`src/rtl/peripheral_dpram_capture_pkg.sv`:
```
// Shared register map, bit positions and register-select type for the capture buffer peripheral.
package peripheral_dpram_capture_pkg;

  typedef enum logic [1:0] {
    REG_DATA   = 2'd0,
    REG_STATUS = 2'd1,
    REG_CTRL   = 2'd2,
    REG_RSVD   = 2'd3
  } reg_e;

  // CTRL bit positions
  localparam int CTRL_EN      = 0;
  localparam int CTRL_FLUSH   = 1;
  localparam int CTRL_OVF_CLR = 2;
  localparam int CTRL_TH_LSB  = 8;
  localparam int CTRL_TH_W    = 8;

  // STATUS bit positions
  localparam int ST_OVF   = 15;
  localparam int ST_FULL  = 14;
  localparam int ST_EMPTY = 13;
  localparam int ST_CNT_W = 9;

endpackage

```
`src/rtl/dp_ram.sv`:
```
// Simple dual-port RAM: port A synchronous write, port B registered read.
// dat_b holds its value on cycles without a read strobe.
module dp_ram #(
  parameter int AW = 8,
  parameter int DW = 16
) (
  input  logic          clk_a,
  input  logic          en_a,
  input  logic          we_a,
  input  logic [AW-1:0] adr_a,
  input  logic [DW-1:0] dat_a,
  input  logic          clk_b,
  input  logic          en_b,
  input  logic          re_b,
  input  logic [AW-1:0] adr_b,
  output logic [DW-1:0] dat_b
);

  logic [DW-1:0] mem [2**AW];

  // port A write
  always_ff @(posedge clk_a) begin
    if (en_a && we_a) mem[adr_a] <= dat_a;
  end

  // port B registered read
  always_ff @(posedge clk_b) begin
    if (en_b && re_b) dat_b <= mem[adr_b];
  end

endmodule

```
`src/rtl/peripheral_dpram_capture.sv`:
```
// Capture buffer peripheral: a producer pushes samples on port A, the CPU bus pops
// them through the DATA register and sees occupancy/overflow in STATUS.
module peripheral_dpram_capture
  import peripheral_dpram_capture_pkg::*;
#(
  parameter int AW = 8
) (
  input  logic        clk,
  input  logic        reset,
  input  logic        cs,
  input  logic        rd,
  input  logic        wr,
  input  logic [15:0] addr,
  input  logic [15:0] d_in,
  output logic [15:0] d_out,
  input  logic        cap_valid,
  input  logic [15:0] cap_data,
  output logic        irq
);

  localparam logic [AW:0] DEPTH_C = {1'b1, {AW{1'b0}}};

  logic [AW:0]  wr_ptr, rd_ptr, count, wr_ptr_nx, rd_ptr_nx, count_nx;
  logic         ovf, en, en_nx;
  logic [7:0]   thresh, thresh_nx;
  logic         empty, full;
  logic         bus_rd, bus_wr, ctrl_wr, flush, ovf_clr, push, drop, pop;
  logic [15:0]  status, ctrl_rd, d_reg, ram_q;
  logic         sel_ram;
  reg_e         reg_sel;
  logic         unused;

  assign unused  = ^{addr[15:3], addr[0], d_in[7:3]};

  assign reg_sel = reg_e'(addr[2:1]);
  assign count   = wr_ptr - rd_ptr;
  assign empty   = (count == '0);
  assign full    = (count == DEPTH_C);

  // write wins over a same-cycle read, so a read strobe alongside wr does nothing
  assign bus_wr  = cs & wr;
  assign bus_rd  = cs & rd & ~wr;
  assign ctrl_wr = bus_wr & (reg_sel == REG_CTRL);
  assign flush   = ctrl_wr & d_in[CTRL_FLUSH];
  assign ovf_clr = ctrl_wr & d_in[CTRL_OVF_CLR];

  // full/empty are pre-cycle, so a pop does not make room for a same-cycle push
  assign push    = cap_valid & en & ~full & ~flush;
  assign drop    = cap_valid & en & full;
  assign pop     = bus_rd & (reg_sel == REG_DATA) & ~empty;

  assign wr_ptr_nx = flush ? '0 : wr_ptr + (AW+1)'(push);
  assign rd_ptr_nx = flush ? '0 : rd_ptr + (AW+1)'(pop);
  assign count_nx  = wr_ptr_nx - rd_ptr_nx;
  assign en_nx     = ctrl_wr ? d_in[CTRL_EN] : en;
  assign thresh_nx = ctrl_wr ? d_in[CTRL_TH_LSB +: CTRL_TH_W] : thresh;

  // read-side views of STATUS and CTRL; self-clearing bits read back as 0
  always_comb begin
    status = '0;
    status[ST_OVF]   = ovf;
    status[ST_FULL]  = full;
    status[ST_EMPTY] = empty;
    status[ST_CNT_W-1:0] = ST_CNT_W'(count);
    ctrl_rd = '0;
    ctrl_rd[CTRL_TH_LSB +: CTRL_TH_W] = thresh;
    ctrl_rd[CTRL_EN] = en;
  end

  dp_ram #(.AW(AW), .DW(16)) u_ram (
    .clk_a (clk),
    .en_a  (push),
    .we_a  (push),
    .adr_a (wr_ptr[AW-1:0]),
    .dat_a (cap_data),
    .clk_b (clk),
    .en_b  (1'b1),
    .re_b  (pop),
    .adr_b (rd_ptr[AW-1:0]),
    .dat_b (ram_q)
  );

  // pointers, control register, sticky overflow and registered irq
  always_ff @(posedge clk or posedge reset) begin
    if (reset) begin
      wr_ptr <= '0;
      rd_ptr <= '0;
      ovf    <= 1'b0;
      en     <= 1'b0;
      thresh <= '0;
      irq    <= 1'b0;
    end else begin
      wr_ptr <= wr_ptr_nx;
      rd_ptr <= rd_ptr_nx;
      en     <= en_nx;
      thresh <= thresh_nx;
      // a drop in the same cycle as ovf_clr keeps the flag; flush always clears
      if (flush)        ovf <= 1'b0;
      else if (drop)    ovf <= 1'b1;
      else if (ovf_clr) ovf <= 1'b0;
      irq <= en_nx && (16'(count_nx) >= 16'(thresh_nx));
    end
  end

  // read data register; a DATA pop routes the RAM's registered output instead
  always_ff @(posedge clk or posedge reset) begin
    if (reset) begin
      d_reg   <= '0;
      sel_ram <= 1'b0;
    end else if (bus_rd) begin
      sel_ram <= 1'b0;
      d_reg   <= '0;
      case (reg_sel)
        REG_DATA:   sel_ram <= ~empty;
        REG_STATUS: d_reg   <= status;
        REG_CTRL:   d_reg   <= ctrl_rd;
        default:    d_reg   <= '0;
      endcase
    end
  end

  assign d_out = sel_ram ? ram_q : d_reg;

endmodule

```
`config.mk`:
```
export PLATFORM = sky130hd
export DESIGN_NAME = peripheral_dpram_capture
export DESIGN_NICKNAME = d
export VERILOG_FILES = /design/src/rtl/peripheral_dpram_capture_pkg.sv /design/src/rtl/dp_ram.sv /design/src/rtl/peripheral_dpram_capture.sv
export SDC_FILE = /design/constraint.sdc
export NUM_CORES = 2
export LEC_CHECK = 0
export CELL_PAD_IN_SITES_DETAIL_PLACEMENT = 1
export CELL_PAD_IN_SITES_GLOBAL_PLACEMENT = 1
export CORE_UTILIZATION = 60
export CTS_CLUSTER_SIZE = 10
export DETAILED_ROUTE_END_ITERATION = 10
export HOLD_SLACK_MARGIN = 0.12
export PLACE_DENSITY_LB_ADDON = 0.1
export SYNTH_ARGS = -nofsm -noshare
export SYNTH_HDL_FRONTEND = slang
export SYNTH_SLANG_ARGS = --single-unit
```
`constraint.sdc`:
```
create_clock -name clk -period 17.95 [get_ports clk]
set_input_delay 1.795 -clock clk [delete_from_list [all_inputs] [get_ports clk]]
set_output_delay 1.795 -clock clk [all_outputs]
set_load 0.05 [all_outputs]
```
# Yosys cells after proc, flatten, opt, wreduce, memory -nomap -nowiden
# Memories as Yosys holds them, arrays and structs flattened. A register that Yosys moved wholly into a read port is not among the register bits.
# Index checks and enable logic that the tools add are counted.
dict set report word_totals {
  in_bits 54
  elab_cells 49
  latchBits 0
  romBits 0
  regBits 46
  ram_bits 4096
  memories 1
  output_inout_bits 17
}
dict set report classes {
  muxes 12
  shifts 0
  reduce_logical 4
  mul 0
  n_eq_ne 3
  div 0
  n_addsub 4
  order_cmp 1
  bitwise_logic 16
}
# memory depth width rd rd_clocked_by_memory_dff wr line_no
set mem_list {}
lappend mem_list {u_ram.mem 256 16 1 1 1 dp_ram.sv:19} ;# logic [DW-1:0] mem [2**AW];
# op count
set ops {}
lappend ops {{$pmux 16 s2} 1}
lappend ops {{$add 9x1->9} 2}
lappend ops {{$mux 9} 2}
lappend ops {{$sub 9x9->9} 2}
lappend ops {{$mux 16} 1}
lappend ops {{$and 1x1->1} 12}
lappend ops {{$eq 9x9->1 const B} 1}
lappend ops {{$ge 9x8->1} 1}
lappend ops {{$logic_not 9->1} 1}
lappend ops {{$mux 8} 1}
lappend ops {{$mux 1} 7}
lappend ops {{$not 1->1} 4}
lappend ops {{$reduce_bool 3->1} 1}
lappend ops {{$eq 2x1->1 const B} 1}
lappend ops {{$eq 2x2->1 const B} 1}
lappend ops {{$logic_not 2->1} 1}
lappend ops {{$logic_and 1x1->1} 1}

# Depth between registers and ports, before layout
dict set report depth {
  depth_word 10
  mapped_depth 33
  depth_no_buf 26
}

# Hierarchy
# Synthesis repeated with hierarchy kept, for this count alone.
dict set report hier_totals {
  cells_unflattened 7717
  area_unflattened_um2 161801.4
}
# module seq_area_each_um2 cells_each area_each_um2 instances
set modules_own_cells {}
lappend modules_own_cells {dp_ram 123478.4 7388 158643.4 1}
lappend modules_own_cells {peripheral_dpram_capture 1151.1 329 3158.0 1}

# Worst setup path after synthesis
# Ideal clock, no wire load.
dict set report synth_path {
  path_type {reg2reg}
  startpoint {register rd_ptr[2]}
  endpoint {register irq}
  t_arrival_ps 6840
  synth_period_minus_slack_ps 6970
  required_ps 17821
  setup_slack_ps 10980
  path_buffers 8
  setup_ps 129
  stages_incl_launch_ff 33
  path_cell_list {dfrtp_1 > buf_2 > inv_2 > buf_2 > buf_2 > buf_2 > buf_2 > ha_1 > nor2b_1 > o21a_1 > o21ai_0 > a21oi_1 > o21a_1 > o211a_1 > clkbuf_1 > buf_2 > buf_2 > a21oi_1 > ha_1 > ha_1 > nand3_1 > xnor2_1 > or2_2 > ha_1 > nor2b_1 > o21a_1 > nor2_1 > xnor2_1 > ha_1 > a21oi_1 > o31ai_1 > a21oi_1 > a21boi_0}
}
dict set report synth_via {
  elab_cells_between_ends 15
  cone_classes {4 x add/sub; 1 x order compare; 1 x eq/ne; 2 x mux; 5 x bitwise; 2 x reduce/logical}
}
# element line_no
set synth_rtl {}
lappend synth_rtl {{start, declared} peripheral_dpram_capture.sv:23} ;# logic [AW:0] wr_ptr, rd_ptr, count, wr_ptr_nx, rd_ptr_nx, count_nx;
lappend synth_rtl {{start signal, assigned} peripheral_dpram_capture.sv:94} ;# rd_ptr <= rd_ptr_nx;
lappend synth_rtl {{$sub 9x9->9} peripheral_dpram_capture.sv:36} ;# assign count = wr_ptr - rd_ptr;
lappend synth_rtl {{$logic_not 9->1} peripheral_dpram_capture.sv:37} ;# assign empty = (count == '0);
lappend synth_rtl {{$not 1->1} peripheral_dpram_capture.sv:50} ;# assign pop = bus_rd & (reg_sel == REG_DATA) & ~empty;
lappend synth_rtl {{$and 1x1->1} peripheral_dpram_capture.sv:50}
lappend synth_rtl {{via pop} peripheral_dpram_capture.sv:27} ;# logic bus_rd, bus_wr, ctrl_wr, flush, ovf_clr, push, drop, pop;
lappend synth_rtl {{$add 9x1->9} peripheral_dpram_capture.sv:53} ;# assign rd_ptr_nx = flush ? '0 : rd_ptr + (AW+1)'(pop);
lappend synth_rtl {{$mux 9} peripheral_dpram_capture.sv:53}
lappend synth_rtl {{$sub 9x9->9} peripheral_dpram_capture.sv:54} ;# assign count_nx = wr_ptr_nx - rd_ptr_nx;
lappend synth_rtl {{$ge 9x8->1} peripheral_dpram_capture.sv:101} ;# irq <= en_nx && (16'(count_nx) >= 16'(thresh_nx));
lappend synth_rtl {{$logic_and 1x1->1} peripheral_dpram_capture.sv:101}
lappend synth_rtl {{end signal, assigned} peripheral_dpram_capture.sv:101}
lappend synth_rtl {{end, declared} peripheral_dpram_capture.sv:18} ;# output logic irq
# The timed path passes the listed nets, and every way through them passes these cells.
# A chain may end at the register's enable or synchronous reset.

# Final worst setup path
dict set report layout_path {
  startpoint {register rd_ptr[1]}
  endpoint {register irq}
}
# The elaborated chain is that of the path after synthesis.

==> flow_metrics.tcl <==
set metrics [dict create \
    status "finished, violations left" \
    violations "max-capacitance violations, max-slew violations" \
    initial_core_util_pct 60.6 \
    cp.required_ns 18.77 \
    synth_top_area_share_pct 75.8 \
    drive_above_1_share_pct 25.8 \
    dr_total_vias 87615 \
    final_cells 11791 \
    grt_max_degree 162 \
    post_synth_num_cell_types 77 \
    ys_warn_count 0 \
    first_global_vias 89416 \
    dieArea_mm2 0.274 \
    stdcell_area_mm2 0.182 \
    overflow 0 \
    synth_area_leaders "edfxtp_1 (76%), mux4_2 (11%), mux2i_1 (2.6%)" \
    syn_nets 7793 \
    cts_buffers 457 \
    power_mw 25.4 \
    min_period_ns 7.44 \
    clkLatencyLatePin_ns 0.98 \
    area_growth_pct 11.8 \
    fill_cells 20615 \
    layout.nets 8237 \
    antenna_found_initial 39 \
    p_per_area_mw_per_mm2 139 \
    dieWidth_um 523 \
    ir_drop_mv 0.138 \
    hp-class "reg -> reg" \
    firstDrtPassIters 8 \
    startpoint_type "register" \
    rsz0062_at_grt "false" \
    endpoint_kind "register" \
    crit_path_max_fanout 37 \
    holdWs_ns 0.477 \
    route.detailed.drc 0 \
    tritoncts "done" \
    clockBufferDepth 4 \
    track_usage_pct 36.4 \
    synth_area_leader_cell "edfxtp_1" \
    setup_ws_ns 10.51 \
    critPathMostFrequentCell "ha_1" \
    pre_cts_ws_ns 10.73 \
    htree_num_levels 5 \
    r2r_cells 25 \
    yosys-top-cells-count "edfxtp_1 (4112), mux4_2 (827), mux2i_1 (426)" \
    avgSynthCellArea_um2 21.1 \
    synthFlopType "edfxtp_1" \
    cts-root-buf "clkbuf_16" \
    fin_tns_setup_ns 0 \
    max_stage_delay_ns 1.06 \
    io_buffers 51 \
    fin_crit_sh_pct 41.5 \
    largest_reg_flops 4096 \
    p_leak_nw 56.6 \
    synthArstFlopShare_pct 1.11 \
    die_h_um 523 \
    dp_cells 11242 \
    hold_path_depth 2 \
    io_pins 71 \
    ant_nets 0 \
    synth_seq_area_share_pct 76.5 \
    gp_congestion 0.865 \
    fmax_mhz 134 \
    hpwl_mm 287 \
    clk_pin_slew_ns 0.06 \
    grt_pass1_wl_mm 687 \
    crit_slowest_cell "a21oi_2" \
    synth-seq-cells 4158 \
    drt_wl_total_mm 495 \
    fin_util_pct 67.8 \
    cts_sinks 4158 \
    hold_violations 0 \
    tightest_slew_ns 1.53 \
    yosysMostFrequentCell "edfxtp_1" \
    multiInputGateArea_mm2 0.0366 \
    rows 190 \
    area.sequential_mm2 0.125 \
    wl_per_cell_um 42.0 \
    worstPathArrival_ns 8.26 \
    cts_resized 0 \
    syn_inst 7705 \
    setup_violations 0 \
    dpl_cell_area_mm2 0.170 \
    synth_area_mm2 0.163 \
    path_class "reg -> reg" \
    fin_skew_ns 0.0363 \
    slew_headroom_pct -3.27 \
    slew_violations 2 \
    post_cts_buffers 0 \
    drtIter0Drc 13041 \
    maxCapViolCount 1 \
    cts-hold-fix-buffers 0 \
    via_per_inst 7.43 \
    core_mm2 0.269 \
    synth-edff-count 4112 \
]
==> layout make-up <==
class,count,share of cell area (%)
Antenna cell,14,0.0192
Clock buffer,513,6.52
Clock inverter,22,0.156
Inverter,32,0.0714
Multi-Input combinational cell,3008,20.1
Sequential cell,4158,68.4
Tap cell,3552,2.44
Timing Repair Buffer,492,2.27
==> report_power, final <==
part	total [mW]	leakage, nW	internal [mW]	switching (mW)
clock	8.12	5.94	4.59	3.54
sequential	10.8	37.5	10.7	0.0789
combinational	6.44	13.1	2.44	4.00
total	25.4	56.6	17.8	7.61
==> layout by cell type (no fill, tap or decap), types with 13 or more instances in the layout <==
| cell | instances |
|---|---|
| a211oi_1 | 28 |
| a211oi_2 | 224 |
| a211oi_4 | 13 |
| a21oi_1 | 168 |
| a21oi_2 | 20 |
| a221o_1 | 18 |
| a221oi_1 | 69 |
| a22o_1 | 34 |
| a22oi_1 | 190 |
| a31oi_1 | 24 |
| buf_12 | 19 |
| buf_4 | 422 |
| clkbuf_1 | 45 |
| clkbuf_16 | 468 |
| clkdlybuf4s50_1 | 35 |
| dfrtp_1 | 39 |
| diode_2 | 14 |
| edfxtp_1 | 4112 |
| ha_1 | 32 |
| inv_1 | 26 |
| mux2_2 | 30 |
| mux2i_1 | 426 |
| mux4_1 | 28 |
| mux4_2 | 827 |
| nand2_1 | 195 |
| nand3_1 | 68 |
| nor2_1 | 73 |
| nor3_1 | 59 |
| o21ai_0 | 84 |
| o221ai_1 | 72 |
| o22ai_1 | 64 |
| o31ai_1 | 22 |
| xnor2_1 | 15 |
==> kinds of logic after synthesis <==
group                    Yosys count  synth area share, %
AND/OR/NAND/NOR                  514                 1.45
XOR/XNOR                          25                0.134
buffers and inverters            539                 1.99
AO/OA/AOI/OAI                   1124                 4.93
multiplexers                    1311                 14.7
adder cells (fa/ha/maj)           34                0.270
flip-flops                      4158                 76.5
==> routing by layer <==
layer,part of all wire (%),vias up,GRT usage (%)
li1,-,33403,-
met1,37,46635,50.3
met2,47,6429,56.2
met3,12,1116,8.40
met4,5.0,32,16.5
met5,0.038,-,0
==> path summary, 6_finish.rpt <==
path	startpoint	to	slack (ns)
max	rd_ptr[1]$_DFF_PP0_	irq$_DFF_PP0_	10.51
min	d_reg[12]$_DFFE_PP0P_	d_reg[12]$_DFFE_PP0P_	0.48
max reg2reg	rd_ptr[1]$_DFF_PP0_	irq$_DFF_PP0_	10.51
min reg2reg	d_reg[12]$_DFFE_PP0P_	d_reg[12]$_DFFE_PP0P_	0.48
max in group asynchronous	reset	rd_ptr[5]$_DFF_PP0_	15.74
min in group asynchronous	reset	en$_DFF_PP0_	1.42
==> critical path, delay by kind of cell (launching register included) <==
| family | cells | cell delay (ns) |
|---|---|---|
| flops | 1 | 0.69 |
| compound gates | 11 | 3.14 |
| xor+xnor | 2 | 0.41 |
| fa+ha+maj | 5 | 1.58 |
| buf+inv | 2 | 0.49 |
| simple gates | 5 | 0.93 |
Note: power is estimated with default switching activity, not from simulation.
